**config.mk**
```make
export PLATFORM = sky130hd
export DESIGN_NAME = muldiv_seq_flat
export DESIGN_NICKNAME = d
export VERILOG_FILES = /design/src/rtl/muldiv_seq_if.sv /design/src/rtl/muldiv_seq.sv /design/src/flat_wrapper.sv
export SDC_FILE = /design/constraint.sdc
export NUM_CORES = 2
export LEC_CHECK = 0
export ABC_AREA = 1
export CAP_MARGIN = 20
export CORE_ASPECT_RATIO = 0.6
export CORE_UTILIZATION = 58
export DETAILED_ROUTE_END_ITERATION = 8
export PLACE_DENSITY = 0.76
export REMOVE_ABC_BUFFERS = 1
export SLEW_MARGIN = 10
export SYNTH_ARGS = -nofsm -noshare
export SYNTH_HDL_FRONTEND = slang
export SYNTH_SLANG_ARGS = --single-unit
```
**constraint.sdc**
```tcl
create_clock -name clk -period 15.2 [get_ports clk]
set_input_delay 2.28 -clock clk [delete_from_list [all_inputs] [get_ports clk]]
set_output_delay 2.28 -clock clk [all_outputs]
set_load 0.01 [all_outputs]
```
**src/rtl/muldiv_seq_if.sv**
```systemverilog
// Start/ready bundle between the EX stage and the multi-cycle sequencer.
// EX drives the request side; the sequencer returns stall, result and status.
interface muldiv_seq_if #(
  parameter int WIDTH = 32
);
  logic               start_i;
  logic [2:0]         op_i;
  logic [WIDTH-1:0]   opdata1_i;
  logic [WIDTH-1:0]   opdata2_i;
  logic [2*WIDTH-1:0] hilo_i;
  logic               annul_i;
  logic               stallreq_o;
  logic               ready_o;
  logic [2*WIDTH-1:0] result_o;
  logic               div_by_zero_o;

  modport master (
    output start_i, op_i, opdata1_i, opdata2_i,
    output hilo_i, annul_i,
    input  stallreq_o, ready_o, result_o,
    input  div_by_zero_o
  );

  modport slave (
    input  start_i, op_i, opdata1_i, opdata2_i,
    input  hilo_i, annul_i,
    output stallreq_o, ready_o, result_o,
    output div_by_zero_o
  );
endinterface

```
**src/rtl/muldiv_seq.sv**
```systemverilog
// Multi-cycle MADD/MSUB accumulate and restoring divide beside EX.
// Holds the pipeline via stallreq_o until the {HI,LO} result is handed back.
module muldiv_seq #(
  parameter int WIDTH = 32
) (
  input  logic         clk,
  input  logic         rst,
  muldiv_seq_if.slave  bus
);
  localparam int W2 = 2 * WIDTH;
  localparam int CW = $clog2(WIDTH);

  typedef enum logic [2:0] {
    IDLE, ACC, DIV_ON, DIV_ZERO, DONE
  } state_e;

  state_e           state_q, state_d;
  logic [W2-1:0]    prod_q, prod_d;
  logic [W2-1:0]    res_q, res_d;
  logic [WIDTH-1:0] dvd_q, dvd_d;
  logic [WIDTH-1:0] dvs_q, dvs_d;
  logic [WIDTH-1:0] rem_q, rem_d;
  logic [CW-1:0]    cnt_q, cnt_d;
  logic             sub_q, sub_d;
  logic             qneg_q, qneg_d;
  logic             rneg_q, rneg_d;
  logic             dbz_q, dbz_d;
  logic             stall;

  logic             legal, accept, sgn;
  logic [WIDTH-1:0] a, b, a_abs, b_abs;
  logic [W2-1:0]    ext_a, ext_b, acc;
  logic [WIDTH:0]   shl, diff;
  logic             qbit;
  logic [WIDTH-1:0] rem_nx, quo_nx;

  assign a      = bus.opdata1_i;
  assign b      = bus.opdata2_i;
  assign legal  = ~(bus.op_i[2] & bus.op_i[1]);
  assign accept = bus.start_i & ~bus.annul_i & legal;
  assign sgn    = ~bus.op_i[0];

  assign ext_a = sgn ? {{WIDTH{a[WIDTH-1]}}, a} : {{WIDTH{1'b0}}, a};
  assign ext_b = sgn ? {{WIDTH{b[WIDTH-1]}}, b} : {{WIDTH{1'b0}}, b};
  assign a_abs = (sgn & a[WIDTH-1]) ? -a : a;
  assign b_abs = (sgn & b[WIDTH-1]) ? -b : b;
  assign acc   = sub_q ? bus.hilo_i - prod_q : bus.hilo_i + prod_q;

  // diff MSB set means the trial subtraction went negative: restore
  assign shl    = {rem_q, dvd_q[WIDTH-1]};
  assign diff   = shl - {1'b0, dvs_q};
  assign qbit   = ~diff[WIDTH];
  assign rem_nx = qbit ? diff[WIDTH-1:0] : shl[WIDTH-1:0];
  assign quo_nx = {dvd_q[WIDTH-2:0], qbit};

  always_comb begin
    state_d = state_q;
    prod_d  = prod_q;
    res_d   = res_q;
    dvd_d   = dvd_q;
    dvs_d   = dvs_q;
    rem_d   = rem_q;
    cnt_d   = cnt_q;
    sub_d   = sub_q;
    qneg_d  = qneg_q;
    rneg_d  = rneg_q;
    dbz_d   = dbz_q;
    stall   = 1'b0;
    unique case (state_q)
      IDLE: begin
        stall = accept;
        if (accept) begin
          if (!bus.op_i[2]) begin
            prod_d  = ext_a * ext_b;
            sub_d   = bus.op_i[1];
            state_d = ACC;
          end else if (b == '0) begin
            state_d = DIV_ZERO;
          end else begin
            dvd_d   = a_abs;
            dvs_d   = b_abs;
            rem_d   = '0;
            cnt_d   = '0;
            qneg_d  = sgn & (a[WIDTH-1] ^ b[WIDTH-1]);
            rneg_d  = sgn & a[WIDTH-1];
            state_d = DIV_ON;
          end
        end
      end
      ACC: begin
        stall   = 1'b1;
        res_d   = acc;
        state_d = DONE;
      end
      DIV_ON: begin
        stall = 1'b1;
        rem_d = rem_nx;
        dvd_d = quo_nx;
        cnt_d = cnt_q + 1'b1;
        if (cnt_q == CW'(WIDTH - 1)) begin
          res_d[W2-1:WIDTH] = rneg_q ? -rem_nx : rem_nx;
          res_d[WIDTH-1:0]  = qneg_q ? -quo_nx : quo_nx;
          state_d = DONE;
        end
      end
      DIV_ZERO: begin
        stall   = 1'b1;
        res_d   = '0;
        dbz_d   = 1'b1;
        state_d = DONE;
      end
      DONE: begin
        if (!bus.start_i) begin
          dbz_d   = 1'b0;
          state_d = IDLE;
        end
      end
      default: state_d = IDLE;
    endcase
    // a flush abandons any in-flight op without touching the last result
    if (bus.annul_i && state_q != IDLE) begin
      stall   = 1'b0;
      res_d   = res_q;
      dbz_d   = 1'b0;
      state_d = IDLE;
    end
  end

  always_ff @(posedge clk) begin
    if (rst) begin
      state_q <= IDLE;
      prod_q  <= '0;
      res_q   <= '0;
      dvd_q   <= '0;
      dvs_q   <= '0;
      rem_q   <= '0;
      cnt_q   <= '0;
      sub_q   <= 1'b0;
      qneg_q  <= 1'b0;
      rneg_q  <= 1'b0;
      dbz_q   <= 1'b0;
    end else begin
      state_q <= state_d;
      prod_q  <= prod_d;
      res_q   <= res_d;
      dvd_q   <= dvd_d;
      dvs_q   <= dvs_d;
      rem_q   <= rem_d;
      cnt_q   <= cnt_d;
      sub_q   <= sub_d;
      qneg_q  <= qneg_d;
      rneg_q  <= rneg_d;
      dbz_q   <= dbz_d;
    end
  end

  assign bus.stallreq_o    = stall;
  assign bus.ready_o       = (state_q == DONE);
  assign bus.result_o      = res_q;
  assign bus.div_by_zero_o = dbz_q;
endmodule

```
**src/flat_wrapper.sv**
```systemverilog
// flat-port wrapper written by rule: the top's interface ports become plain ports
module muldiv_seq_flat 
#(
  parameter int WIDTH = 32
)
  (clk, rst, bus_start_i, bus_op_i, bus_opdata1_i, bus_opdata2_i, bus_hilo_i, bus_annul_i, bus_stallreq_o, bus_ready_o, bus_result_o, bus_div_by_zero_o);
  muldiv_seq_if #(.WIDTH(WIDTH)) bus_i ();
  input  logic clk;
  input  logic rst;
  input wire logic [$bits(bus_i.start_i)-1:0] bus_start_i;
  input wire logic [$bits(bus_i.op_i)-1:0] bus_op_i;
  input wire logic [$bits(bus_i.opdata1_i)-1:0] bus_opdata1_i;
  input wire logic [$bits(bus_i.opdata2_i)-1:0] bus_opdata2_i;
  input wire logic [$bits(bus_i.hilo_i)-1:0] bus_hilo_i;
  input wire logic [$bits(bus_i.annul_i)-1:0] bus_annul_i;
  output wire logic [$bits(bus_i.stallreq_o)-1:0] bus_stallreq_o;
  output wire logic [$bits(bus_i.ready_o)-1:0] bus_ready_o;
  output wire logic [$bits(bus_i.result_o)-1:0] bus_result_o;
  output wire logic [$bits(bus_i.div_by_zero_o)-1:0] bus_div_by_zero_o;
  assign bus_i.start_i = bus_start_i;
  assign bus_i.op_i = bus_op_i;
  assign bus_i.opdata1_i = bus_opdata1_i;
  assign bus_i.opdata2_i = bus_opdata2_i;
  assign bus_i.hilo_i = bus_hilo_i;
  assign bus_i.annul_i = bus_annul_i;
  assign bus_stallreq_o = bus_i.stallreq_o;
  assign bus_ready_o = bus_i.ready_o;
  assign bus_result_o = bus_i.result_o;
  assign bus_div_by_zero_o = bus_i.div_by_zero_o;
  muldiv_seq #(.WIDTH(WIDTH)) u_core (.clk(clk), .rst(rst), .bus(bus_i));
endmodule
```
==> results.yml <==
sta:
  fin_crit_sh_pct: 79.9
  setup_viol: 0
  clock.fmax_mhz: 82.3
  whs_ns: 0.476
  period_needed_ns: 12.15
  drv_slew: 0
  slew_headroom_pct: 13.0
  rsz0062_at_grt: "no"
  tns_ns: 0
  worstMarginPinSlew_ns: 1.29
  hold_violations: 0
  skew_ns: 0.0263
route:
  first_pass_iters: 8
  drc: 0
  wl_um: 268000
  num_vias: 64099
  wire_per_inst_um: 23.9
  wl_met1_um: 116000
  highest_layer: "met5"
  via_per_inst: 5.73
  met2WireLength_um: 102000
  drtIter0Drc: 8845
  ant_nets: 0
  met3_length_um: 40700
critical_path:
  critical-path-top-cell-by-count: "fa_1"
  arrival_ns: 12.64
  r2r_start: "u_core.prod_q[0]$_SDFFE_PP0P_"
  crit_path_max_fanout: 25
  reg2reg_to: "u_core.bus.result_o[38]$_SDFFE_PP0P_"
  r2r_setup_slack_ns: 7.68
  worstSetupStartpoint: "bus_op_i[0]"
  start_kind: "input pin"
  path_delay_family: "adder cells"
  reg2reg_depth: 21
  worst_setup_path_end_kind: "flop"
  cp_data_required_time_ns: 15.69
  worst_path_largest_cell_delay_ns: 0.86
  worstSetupPathType: "input pin to flop"
  slowest_stage: "fa_1"
  worst-path-buf-inv: 12
cts:
  cts_tree: "built"
  cts_root_buffer: "clkbuf_16"
  cts.hold.buffers_added: 0
  cts_resized: 0
  cts_buffer_depth: 3
  cts_sinks: 236
  cts_buffers: 24
  htree_levels: 1
  cts.clk_slew.worst_paths_ns: 0.08
  post_cts_buffers: 0
  clkLatencyLatePin_ns: 0.59
synthesis:
  synthArstFlopShare_pct: 0
  synth-edff-count: 0
  synth_flop_cell: "dfxtp_1"
  synthDistinctLibCells: 59
  syn_avg_cell_area_um2: 7.36
  syn_inst: 9609
  synth_seq_area_share_pct: 6.68
  ys_seq_elements: 236
  yosysWarningCount: 0
  syn_area_um2: 70800
floorplan:
  die_area_um2: 123000
  core_area_um2: 120000
  rows: 98
  io_pins: 202
  die_height_um: 273
  fp.dieW_um: 453
  start_util_pct: 58.9
placed_design:
  numPlacedInstances: 11131
  numPortBuffers: 201
  routabilityCongestion: 1.06
  hpwl_um: 225000
grt:
  overflow: 0
  first_global_vias: 64139
  grt_antenna_before_repair: 27
  grt_max_degree: 87
  track_usage_pct: 43.9
  grt_pass1_wl_um: 402000
finish:
  final_common_cell: "inv_1"
  syn2layout_area_growth_pct: 5.53
  fill_cells: 10664
  layoutNonFillerInstCount: 11188
  mostFrequentLayoutCells: "2784 x inv_1, 2040 x nand2_1, 1417 x fa_1"
  drive_gt1_share_pct: 3.36
  nNetsFinal: 11532
worst_hold_path:
  hp-start: "u_core.cnt_q[4]$_SDFFE_PP0P_"
  min_path_type: "flop to flop"
  hold_depth: 2
  worst_hold_path.endpoint: "u_core.cnt_q[4]$_SDFFE_PP0P_"
run_status:
  status: "complete, no violations"
job:
  cap_violations: 0
## cell families after synthesis
logic type,share of synthesized area (%)
AO/OA/AOI/OAI,8.10
adder cells (fa/ha/maj),47.5
flip-flops,6.68
XOR/XNOR,2.83
buffers and inverters,17.0
AND/OR/NAND/NOR,17.8
## cell type report
cell class	count	area (um^2)	share of cell area, %
diodes	10	25.0	0.0335
well taps	1600	2000	2.68
repair buffers	311	2580	3.46
multi-input cells	6189	54000	72.4
clock buffers	29	659	0.883
flip-flops and latches	236	4720	6.33
inverters	2798	10500	14.1
clock inverters	15	144	0.193
## worst register-to-register path, cell delays in order, from the launching register on
cell and delay (ns):
dfxtp_1 0.34, inv_1 0.10, ha_1 0.23, nand3_1 0.13, nor3_1 0.26, nand3_1 0.19, nor3_2 0.30, nand4_1 0.37
nor4_1 0.52, nor2_1 0.14, xor2_1 0.23, ha_1 0.34, nand2_1 0.15, o21ai_0 0.25, a21oi_1 0.68, nand3_1 0.60
a21oi_1 0.76, o21ai_0 0.48, nand2_1 0.15, nand2_1 0.07, o21ai_0 0.90, a31oi_1 0.18
## synth_stat cells (9+ instances only)
cell type  instances  area share [%]
buf_2             15            0.11
nand3_1          244             1.7
nor2_4             9            0.14
or2_2             25            0.22
nand4_1           50            0.44
nor4_1            32            0.28
nand2_2           26            0.23
inv_1           2785              15
buf_1             86            0.46
o21bai_1          25            0.27
a31oi_1           90            0.80
nor3_1            56            0.40
o21ai_0          364             2.6
a21oi_1          419             3.0
clkbuf_1         274             1.5
a211oi_1           9           0.095
xor2_1           144             1.8
nor2_1           554             2.9
o211ai_1          27            0.29
inv_2             10           0.053
a21o_1            23            0.24
o221ai_1          11            0.14
nand3b_1          19            0.20
ha_1             420             7.4
o21a_1            18            0.19
dfxtp_1          236             6.7
fa_1            1417              40
xnor2_1           85             1.1
nand2_1         2040              11
## per-layer routing
metal / vias up / GRT usage (%)
li1: 27884 / -
met1: 31213 / 66.4
met2: 4378 / 58.9
met3: 592 / 14.9
met4: 32 / 12.2
met5: - / 2.48
## worst max-delay path by stage
stage / endpoint / slack (ns) / cells past startpoint
after detailed placement: u_core.prod_q[63]$_SDFFE_PP0P_ / 2.62 / 33
after floorplan: u_core.prod_q[62]$_SDFFE_PP0P_ / 4.18 / 34
after global routing: u_core.prod_q[61]$_SDFFE_PP0P_ / 2.54 / 34
after CTS: u_core.prod_q[63]$_SDFFE_PP0P_ / 3.23 / 33
after global placement: u_core.prod_q[63]$_SDFFE_PP0P_ / 2.74 / 36
final: u_core.prod_q[61]$_SDFFE_PP0P_ / 3.05 / 34
## sequential cells by signal, indices dropped and copies added (netlist names)
register / cells
u_core.bus.result_o: 64
u_core.prod_q: 64
u_core.dvd_q: 32
u_core.dvs_q: 32
u_core.rem_q: 32
u_core.cnt_q: 5
u_core.state_q: 3
u_core.bus.div_by_zero_o: 1
u_core.qneg_q: 1
u_core.rneg_q: 1
u_core.sub_q: 1
## metrics by stage
stage / utilization (%) / setup slack (ns) / cell area, um^2
floorplan: - / 4.18 / 69200
global placement: 61.5 / 2.74 / 73800
detailed placement: 61.5 / 2.62 / 73800
CTS: 62.1 / 3.23 / 74600
global route: 62.2 / 2.54 / 74600
finish: 62.2 / 3.05 / 74700
Power is left out: the tool's default activity adds up to more than one toggle a clock period on the data nets, which glitch-free logic cannot reach.
